$ cat src/rtl/genie_merge_arb_if.sv
// genie_merge_arb_if: NI upstream valid/ready/eop streams plus the merged
// downstream stream and its sideband (source index, lock state).
interface genie_merge_arb_if #(
  parameter int NI    = 2,
  parameter int WIDTH = 8
);
  localparam int NIBITS = (NI > 1) ? $clog2(NI) : 1;

  // upstream side: input k occupies i_data[k*WIDTH +: WIDTH]
  logic [NI*WIDTH-1:0] i_data;
  logic [NI-1:0]       i_valid;
  logic [NI-1:0]       i_eop;
  logic [NI-1:0]       o_ready;

  // downstream side
  logic [WIDTH-1:0]    o_data;
  logic                o_valid;
  logic                o_eop;
  logic [NIBITS-1:0]   o_sel;
  logic                o_locked;
  logic                i_ready;

  // the merge block itself
  modport slave (
    input  i_data, i_valid, i_eop, i_ready,
    output o_ready, o_data, o_valid, o_eop, o_sel, o_locked
  );

  // whoever drives the sources and sinks the merged stream
  modport master (
    output i_data, i_valid, i_eop, i_ready,
    input  o_ready, o_data, o_valid, o_eop, o_sel, o_locked
  );
endinterface

$ cat src/rtl/genie_merge_arb.sv
// genie_merge_arb: packet-aware N-to-1 merge with round-robin or fixed
// priority arbitration, optional 2-entry output skid buffer and sideband.
//
//   state    | meaning
//   ---------+------------------------------------------------------------
//   S_IDLE   | no packet in flight; grant recomputed every cycle
//   S_LOCKED | multi-beat packet in flight; grant pinned to `last` until eop
module genie_merge_arb #(
  parameter int NI       = 2,
  parameter int WIDTH    = 8,
  parameter int ARB_MODE = 0,
  parameter int OUT_REG  = 1
) (
  input  logic             clk,
  input  logic             reset,
  genie_merge_arb_if.slave bus
);
  localparam int NIBITS = (NI > 1) ? $clog2(NI) : 1;
  // after reset input 0 is the first round-robin candidate
  localparam logic [NIBITS-1:0] LAST_INIT = NIBITS'(NI - 1);

  typedef enum logic {S_IDLE = 1'b0, S_LOCKED = 1'b1} state_t;

  state_t            state;
  state_t            state_nxt;
  logic [NIBITS-1:0] last;
  logic [NIBITS-1:0] grant;
  logic [NIBITS-1:0] rr_hi;
  logic [NIBITS-1:0] rr_lo;
  logic              hi_hit;
  logic              any_valid;
  logic [WIDTH-1:0]  sel_data;
  logic              sel_valid;
  logic              sel_eop;
  logic              space;
  logic              accept;

  assign any_valid = |bus.i_valid;

  // lowest valid index above `last` (round-robin wrap point) and lowest valid overall
  always_comb begin
    rr_hi  = '0;
    rr_lo  = '0;
    hi_hit = 1'b0;
    for (int k = NI - 1; k >= 0; k--) begin
      if (bus.i_valid[k]) begin
        rr_lo = NIBITS'(k);
        if (NIBITS'(k) > last) begin
          rr_hi  = NIBITS'(k);
          hi_hit = 1'b1;
        end
      end
    end
  end

  // grant: live arbitration when idle, pinned to the packet owner when locked
  always_comb begin
    grant = last;
    if (state == S_IDLE && any_valid) begin
      if (ARB_MODE == 0 && hi_hit) grant = rr_hi;
      else                         grant = rr_lo;
    end
  end

  // mux the granted input's fields
  always_comb begin
    sel_data  = '0;
    sel_valid = 1'b0;
    sel_eop   = 1'b0;
    for (int k = 0; k < NI; k++) begin
      if (grant == NIBITS'(k)) begin
        sel_data  = bus.i_data[k*WIDTH +: WIDTH];
        sel_valid = bus.i_valid[k];
        sel_eop   = bus.i_eop[k];
      end
    end
  end

  // o_ready[grant] && i_valid[grant] reduces to this
  assign accept = space && sel_valid;

  // state register
  always_ff @(posedge clk or negedge reset) begin
    if (!reset) state <= S_IDLE;
    else        state <= state_nxt;
  end

  // next state: lock on a non-eop first beat, unlock on the eop beat
  always_comb begin
    state_nxt = state;
    case (state)
      S_IDLE:   if (accept && !sel_eop) state_nxt = S_LOCKED;
      S_LOCKED: if (accept && sel_eop)  state_nxt = S_IDLE;
      default:  state_nxt = S_IDLE;
    endcase
  end

  // outputs: one-hot ready on the grant (held while locked even if valid drops), lock flag
  always_comb begin
    bus.o_ready = '0;
    for (int k = 0; k < NI; k++) begin
      bus.o_ready[k] = (grant == NIBITS'(k)) && space &&
                       (state == S_LOCKED || sel_valid);
    end
    bus.o_locked = (state == S_LOCKED);
  end

  // remember the most recently served input
  always_ff @(posedge clk or negedge reset) begin
    if (!reset)      last <= LAST_INIT;
    else if (accept) last <= grant;
  end

  if (OUT_REG != 0) begin : g_skid
    localparam int EW = NIBITS + 1 + WIDTH;

    logic [EW-1:0] mem [2];
    logic          wr_ptr;
    logic          rd_ptr;
    logic [1:0]    count;
    logic          push;
    logic          pop;

    // space is purely registered so i_ready never reaches o_ready
    assign space = (count != 2'd2);
    assign push  = accept;
    assign pop   = (count != 2'd0) && bus.i_ready;

    // two-entry FIFO of {sel, eop, data}
    always_ff @(posedge clk or negedge reset) begin
      if (!reset) begin
        mem[0] <= '0;
        mem[1] <= '0;
        wr_ptr <= 1'b0;
        rd_ptr <= 1'b0;
        count  <= 2'd0;
      end else begin
        if (push) begin
          mem[wr_ptr] <= {grant, sel_eop, sel_data};
          wr_ptr      <= ~wr_ptr;
        end
        if (pop) rd_ptr <= ~rd_ptr;
        case ({push, pop})
          2'b10:   count <= count + 2'd1;
          2'b01:   count <= count - 2'd1;
          default: count <= count;
        endcase
      end
    end

    assign bus.o_valid = (count != 2'd0);
    assign {bus.o_sel, bus.o_eop, bus.o_data} = mem[rd_ptr];
  end else begin : g_pass
    assign space       = bus.i_ready;
    assign bus.o_valid = sel_valid;
    assign bus.o_data  = sel_data;
    assign bus.o_eop   = sel_eop;
    assign bus.o_sel   = grant;
  end
endmodule

$ cat src/flat_wrapper.sv
// flat-port wrapper written by rule: the top's interface ports become plain ports
module genie_merge_arb_flat 
#(
  parameter int NI       = 2,
  parameter int WIDTH    = 8,
  parameter int ARB_MODE = 0,
  parameter int OUT_REG  = 1
)
  (clk, reset, bus_i_data, bus_i_valid, bus_i_eop, bus_i_ready, bus_o_ready, bus_o_data, bus_o_valid, bus_o_eop, bus_o_sel, bus_o_locked);
  genie_merge_arb_if #(.NI(NI), .WIDTH(WIDTH)) bus_i ();
  input  logic clk;
  input  logic reset;
  input wire logic [$bits(bus_i.i_data)-1:0] bus_i_data;
  input wire logic [$bits(bus_i.i_valid)-1:0] bus_i_valid;
  input wire logic [$bits(bus_i.i_eop)-1:0] bus_i_eop;
  input wire logic [$bits(bus_i.i_ready)-1:0] bus_i_ready;
  output wire logic [$bits(bus_i.o_ready)-1:0] bus_o_ready;
  output wire logic [$bits(bus_i.o_data)-1:0] bus_o_data;
  output wire logic [$bits(bus_i.o_valid)-1:0] bus_o_valid;
  output wire logic [$bits(bus_i.o_eop)-1:0] bus_o_eop;
  output wire logic [$bits(bus_i.o_sel)-1:0] bus_o_sel;
  output wire logic [$bits(bus_i.o_locked)-1:0] bus_o_locked;
  assign bus_i.i_data = bus_i_data;
  assign bus_i.i_valid = bus_i_valid;
  assign bus_i.i_eop = bus_i_eop;
  assign bus_i.i_ready = bus_i_ready;
  assign bus_o_ready = bus_i.o_ready;
  assign bus_o_data = bus_i.o_data;
  assign bus_o_valid = bus_i.o_valid;
  assign bus_o_eop = bus_i.o_eop;
  assign bus_o_sel = bus_i.o_sel;
  assign bus_o_locked = bus_i.o_locked;
  genie_merge_arb #(.NI(NI), .WIDTH(WIDTH), .ARB_MODE(ARB_MODE), .OUT_REG(OUT_REG)) u_core (.clk(clk), .reset(reset), .bus(bus_i));
endmodule
$ cat config.mk
export PLATFORM = sky130hd
export DESIGN_NAME = genie_merge_arb_flat
export DESIGN_NICKNAME = d
export VERILOG_FILES = /design/src/rtl/genie_merge_arb_if.sv /design/src/rtl/genie_merge_arb.sv /design/src/flat_wrapper.sv
export SDC_FILE = /design/constraint.sdc
export NUM_CORES = 1
export LEC_CHECK = 0
export ABC_AREA = 1
export BUFFER_PORTS_ARGS = -buffer_cell sky130_fd_sc_hd__clkbuf_2
export CORE_ASPECT_RATIO = 1.5
export CORE_MARGIN = 4
export CORE_UTILIZATION = 54
export CTS_BUF_LIST = sky130_fd_sc_hd__clkbuf_8
export DETAILED_ROUTE_END_ITERATION = 10
export GPL_TIMING_DRIVEN = 0
export PLACE_DENSITY = 0.83
export REMOVE_ABC_BUFFERS = 1
export SYNTH_ARGS = -nofsm -noshare
export SYNTH_HDL_FRONTEND = slang
export SYNTH_SLANG_ARGS = --single-unit
$ cat constraint.sdc
create_clock -name clk -period 2.5 [get_ports clk]
set_input_delay 0.25 -clock clk [delete_from_list [all_inputs] [get_ports clk]]
set_output_delay 0.25 -clock clk [all_outputs]
set_load 0.01 [all_outputs]
==> results_dict.tcl, run 1 <==
set metrics [dict create \
    syn_area_sq_mm 0.001438 \
    synth_seq_area_share 0.4534 \
    required_ns 2.25 \
    drv_cap 0 \
    cts_setup_buffers 0 \
    dr_total_vias 1352 \
    cp_slowest_stage_delay_ns 0.54 \
    layout.cells.non_filler 262 \
    status "finished with violations" \
    cts_made_buffers 3 \
    synth_top_cell_by_area "dfrtp_1" \
    pin_count 37 \
    setup_violations 0 \
    fmax_mhz 434.9 \
    rows 22 \
    cts_resized 0 \
    synth_top_cell_area_share 0.4352 \
    violations "hold timing" \
    rr_worst_depth 7 \
    drt-initial-drc-count 48 \
    gp_congestion 0.7635 \
    power_density_mw_per_mm2 1426 \
    drive_above_1_share 0.2212 \
    slew_headroom 0.5682 \
    drc 0 \
    dieArea_sq_mm 0.003569 \
    insertion_delay_ns 0.27 \
    ys_ff_latch 26 \
    ant_nets 0 \
    yosysWarningCount 0 \
    grt_max_degree 27 \
    crit_type "reg2out" \
    cts_tree "built" \
    path_cells "nand3_1, nand2_2, inv_1, nand2_1, a21oi_1, clkbuf_2" \
    cts_root_buf "clkbuf_8" \
    area_growth_pct 16.19 \
    dp.cells 258 \
    yosysUniqueCellTypes 21 \
    die_height_um 71.19 \
    path_buf_inv 2 \
    ir_worst_vdd_mv 0.8276 \
    via_per_inst 5.160 \
    critPathTopFamily "simple AND/OR/NAND/NOR gates" \
    ys_top_cells_by_count "nand2_1 (100), nand3_1 (28), dfrtp_1 (25)" \
    synthArstFlopShare 1.000 \
    antenna_found_initial 0 \
    hpwl_um 2250 \
    grt_pass1_wl_um 5802 \
    gr-total-overflow 0 \
    syn-instance-count 195 \
    core_sq_mm 0.002505 \
    finalPower_mw 2.383 \
    hold_class "in2async" \
    die_x_um 50.13 \
    period_share 0.9198 \
    slew_violations 0 \
    cp-end-kind "output pin" \
    cts_num_sinks 26 \
    start_util 0.5739 \
    rsz0062_at_grt "no" \
    yosysMostFrequentCell "nand2_1" \
    leakage_nw 0.9949 \
    diodes 0 \
    grt_pass1_vias 1301 \
    clk_transition_reported_paths_ns 0.09 \
    track_usage 0.2051 \
    fin_worst_skew_ns 0.002331 \
    cp-start-kind "register" \
    port_buffers 36 \
    wirelength_um 3305 \
    fill_cells 238 \
    whs_ns -0.01242 \
    firstDrtPassIters 4 \
    nets 251 \
    worstPathMaxFanout 12 \
    post_synth.cell_area_avg_sq_um 7.372 \
    cts_hold_buf 0 \
    crit_arrival_ns 2.05 \
    crit_cells 6 \
    htree_levels 1 \
    wl_per_cell_um 12.61 \
    period_needed_ns 2.299 \
    synth_area_leaders "dfrtp_1 (44%), nand2_1 (26%), nand3_1 (9.7%), inv_1 (2.6%), buf_6 (2.3%)" \
    synth_edf_count 0 \
    clockBufferDepth 2 \
    slowest_stage "dfstp_2" \
    final.setup.tns_ns 0 \
    finalHoldViolCount 25 \
    tightest_slew_ns 0.6477 \
    synth_ff_type "dfrtp_1" \
]
path summary, 6_finish.rpt:
kind | from | endpoint | slack (ns)
min in group clk | bus_i_ready | u_core.g_skid.rd_ptr$_DFFE_PN0P_ | 0.25
worst min-delay path | reset | u_core.g_skid.mem[18]$_DFFE_PN0P_ | -0.01
max in group asynchronous | reset | u_core.g_skid.mem[19]$_DFFE_PN0P_ | 2.10
worst min register to register | u_core.g_skid.mem[19]$_DFFE_PN0P_ | u_core.g_skid.mem[19]$_DFFE_PN0P_ | 0.48
worst max-delay path | u_core.last$_DFFE_PN1N_ | bus_o_ready[1] | 0.20
worst max register to register | u_core.last$_DFFE_PN1N_ | u_core.g_skid.count[1]$_DFFE_PN0P_ | 0.33
placed cells by master (no fill, tap or decap):
master and instances:
clkbuf_2 36, nand3_1 28, xnor2_1 1, nand4_1 2, nand2_2 3, clkbuf_8 3, dfstp_2 1, nor2_4 1
nand2_1 100, xor2_1 2, dfrtp_1 25, nor2_1 1, o21ai_0 3, ha_1 1, nand3b_4 1, inv_2 1
nand3_2 3, bufinv_16 1, a21oi_1 3, inv_1 10
final cells by class:
| cell class | count | area (sq um) | area share |
|---|---|---|---|
| Timing Repair Buffer | 36 | 180.2 | 0.1079 |
| Multi-Input combinational cell | 149 | 680.7 | 0.4075 |
| Tap cell | 36 | 45.04 | 0.02697 |
| Sequential cell | 26 | 651.9 | 0.3903 |
| Clock inverter | 1 | 30.03 | 0.01798 |
| Clock buffer | 3 | 41.29 | 0.02472 |
| Inverter | 11 | 41.29 | 0.02472 |
flip-flops by register name, summed over array words and instances (netlist names), named ones only:
register              cells
u_core.g_skid.rd_ptr      1
u_core.g_skid.wr_ptr      1
u_core.g_skid.mem        20
u_core.last               1
u_core.g_skid.count       2
cells by family (layout without fill, tap and decap cells):
logic type | count (synthesis) | count (layout) | synth area share
and+or+nand+nor | 139 | 139 | 0.4256
DFF | 26 | 26 | 0.4534
buffers and inverters | 20 | 51 | 0.07311
AOI/OAI and AO/OA | 6 | 6 | 0.02088
xor gates and xnor gates | 3 | 3 | 0.01828
adders and majority gates | 1 | 1 | 0.008702
power by group:
part | total (mW) | internal [mW] | switching [mW]
Clock | 0.348 | 0.214 | 0.134
Combinational | 1.24 | 0.428 | 0.809
Sequential | 0.797 | 0.633 | 0.164
layer usage:
layer	wire length, um	global-route usage
met1	1320	0.2575
met4	9	0.06154
met3	187	0.02526
met5	0	0
met2	1788	0.3605
stage by stage:
stage	utilization	instance area, sq um	worst slack (ns)
6_report	0.6668	1670	0.2006
5_1_grt	0.6668	1670	0.01468
4_1_cts	0.6668	1670	0.1758
3_5_place_dp	0.6384	1599	0.3368
3_3_place_gp	0.6384	1599	0.3437
2_1_floorplan	-	1374	0.6286
worst reg2reg max path: stages (launching register included):
cell      delay, ns
dfstp_2        0.54
nand3_1        0.42
nand3b_4       0.28
nand2_1        0.13
ha_1           0.32
a21oi_1        0.11
o21ai_0        0.11
xor2_1         0.16
Power figures use the tool's default switching activity.
==> run 2, diff against run 1 <==
--- a/config.mk
+++ b/config.mk
@@ -14,6 +14,7 @@
 export DETAILED_ROUTE_END_ITERATION = 10
 export GPL_TIMING_DRIVEN = 0
 export PLACE_DENSITY = 0.83
+export RECOVER_POWER = 50
 export REMOVE_ABC_BUFFERS = 1
 export SYNTH_ARGS = -nofsm -noshare
 export SYNTH_HDL_FRONTEND = slang
==> results_dict.tcl, run 2 (synthesis gave the netlist of run 1 again) <==
set metrics [dict create \
    status "finished clean" \
    pin_count 37 \
    grt_pass1_wl_um 5802 \
    drt-initial-drc-count 43 \
    track_usage 0.2051 \
    grtUsageMet2 0.3605 \
    mostFrequentLayoutCells "nand2_1 (100), clkbuf_2 (30), nand3_1 (28)" \
    diodes 0 \
    dieArea_sq_mm 0.003569 \
    cts_hold_buf 0 \
    htree_levels 1 \
    cts_root_buf "clkbuf_8" \
    start_util 0.5739 \
    setup_violations 0 \
    gp_congestion 0.7635 \
    grt_pass1_vias 1301 \
    dr_total_vias 1359 \
    hold_path_end "u_core.g_skid.rd_ptr$_DFFE_PN0P_" \
    layout.cells.non_filler 262 \
    path_buf_inv 1 \
    largest_reg_flops 20 \
    grtUsageMet3 0.02526 \
    insertion_delay_ns 0.27 \
    drc 0 \
    top_usage_layer "met2" \
    reg2reg_to "u_core.g_skid.count[1]$_DFFE_PN0P_" \
    firstDrtPassIters 6 \
    hold_path_depth 3 \
    slew_headroom 0.08767 \
    wl_per_cell_um 12.60 \
    leakage_nw 0.9669 \
    drive_above_1_share 0.1903 \
    hold_class "in2reg" \
    via_per_inst 5.187 \
    slew_violations 0 \
    gr-total-overflow 0 \
    clockBufferDepth 2 \
    antenna_found_initial 0 \
    tightest_slew_ns 1.368 \
    period_needed_ns 2.233 \
    cts_num_sinks 26 \
    area_growth_pct 14.80 \
    fmax_mhz 447.8 \
    ir_worst_vdd_mv 0.7979 \
    core_sq_mm 0.002505 \
    dp.cells 258 \
    crit_arrival_ns 2.39 \
    min_from "bus_i_ready" \
    worstPathMaxFanout 11 \
    die_height_um 71.19 \
    ff2ff_setup_slack_ns 0.27 \
    crit_type "reg2reg" \
    fin_worst_skew_ns 0.003012 \
    critPathTopFamily "simple AND/OR/NAND/NOR gates" \
    top_register "u_core.g_skid.mem" \
    path_cells "inv_1, nand3_1, nand3b_1, nand2_1, ha_1, a21oi_1, o21ai_0, xor2_1" \
    cts_resized 0 \
    rsz0062_at_grt "no" \
    post-route-util 0.6588 \
    power_density_mw_per_mm2 1431 \
    nets 251 \
    finalPower_mw 2.361 \
    clk_transition_reported_paths_ns 0.09 \
    port_buffers 36 \
    ant_nets 0 \
    cp-end-kind "register" \
    slowest_stage "dfrtp_1" \
    required_ns 2.65 \
    finalHoldViolCount 0 \
    drv_cap 0 \
    cp-start-kind "register" \
    period_share 0.8933 \
    cts_tree "built" \
    die_x_um 50.13 \
    grt_max_degree 27 \
    use_met1 0.2575 \
    cp_slowest_stage_delay_ns 0.42 \
    rows 22 \
    rr_worst_depth 8 \
    wirelength_um 3300 \
    cts_setup_buffers 0 \
    final_common_cell "nand2_1" \
    top_regs "u_core.g_skid.mem (20), u_core.g_skid.count (2)" \
    hpwl_um 2250 \
    final.setup.tns_ns 0 \
    cts_made_buffers 3 \
]
run 2: area by class of cell:
cell class / count / area [sq um]
fill: 243 / 854.6
multi-input combinational: 149 / 668.1
sequential: 26 / 651.9
timing repair buffer: 36 / 172.7
tap: 36 / 45.04
clock buffer: 3 / 41.29
inverter: 11 / 41.29
clock inverter: 1 / 30.03
run 2: worst register-to-register path: stages (launching register included):
cell	delay (ns)
dfrtp_1	0.42
inv_1	0.12
nand3_1	0.38
nand3b_1	0.36
nand2_1	0.15
ha_1	0.33
a21oi_1	0.11
o21ai_0	0.11
xor2_1	0.16
run 2: worst max-delay path by stage:
stage,startpoint,endpoint,slack [ns],cells past startpoint
2_1_floorplan,register,u_core.g_skid.count[1]$_DFFE_PN0P_,0.63,8
3_3_place_gp,u_core.last$_DFFE_PN1N_,u_core.g_skid.count[1]$_DFFE_PN0P_,0.34,7
3_5_place_dp,u_core.last$_DFFE_PN1N_,u_core.g_skid.count[1]$_DFFE_PN0P_,0.34,7
4_1_cts,u_core.last$_DFFE_PN1N_,bus_o_ready[1],0.18,6
5_1_grt,register,u_core.g_skid.count[1]$_DFFE_PN0P_,0.02,8
6_report,register,u_core.g_skid.count[1]$_DFFE_PN0P_,0.27,8
run 2: per-layer routing:
metal  vias up  routed length, um
met5         -                  0
met4         0                 13
met3         2                172
met2        38               1792
met1       648               1321
li1        671                  -
run 2: metrics by stage:
step / hold WS [ns] / area [sq um] / setup WS, ns
floorplan: -0.04559 / 1374 / 0.6286
global placement: 0.2996 / 1599 / 0.3437
detailed placement: 0.3014 / 1599 / 0.3368
CTS: 0.003606 / 1670 / 0.1758
global route: 0.2814 / 1650 / 0.01578
finish: 0.2471 / 1650 / 0.2668
run 2: report_power, final:
group,switching (mW),internal (mW)
sequential,0.165,0.633
combinational,0.805,0.411
clock,0.134,0.214
total,1.10,1.26
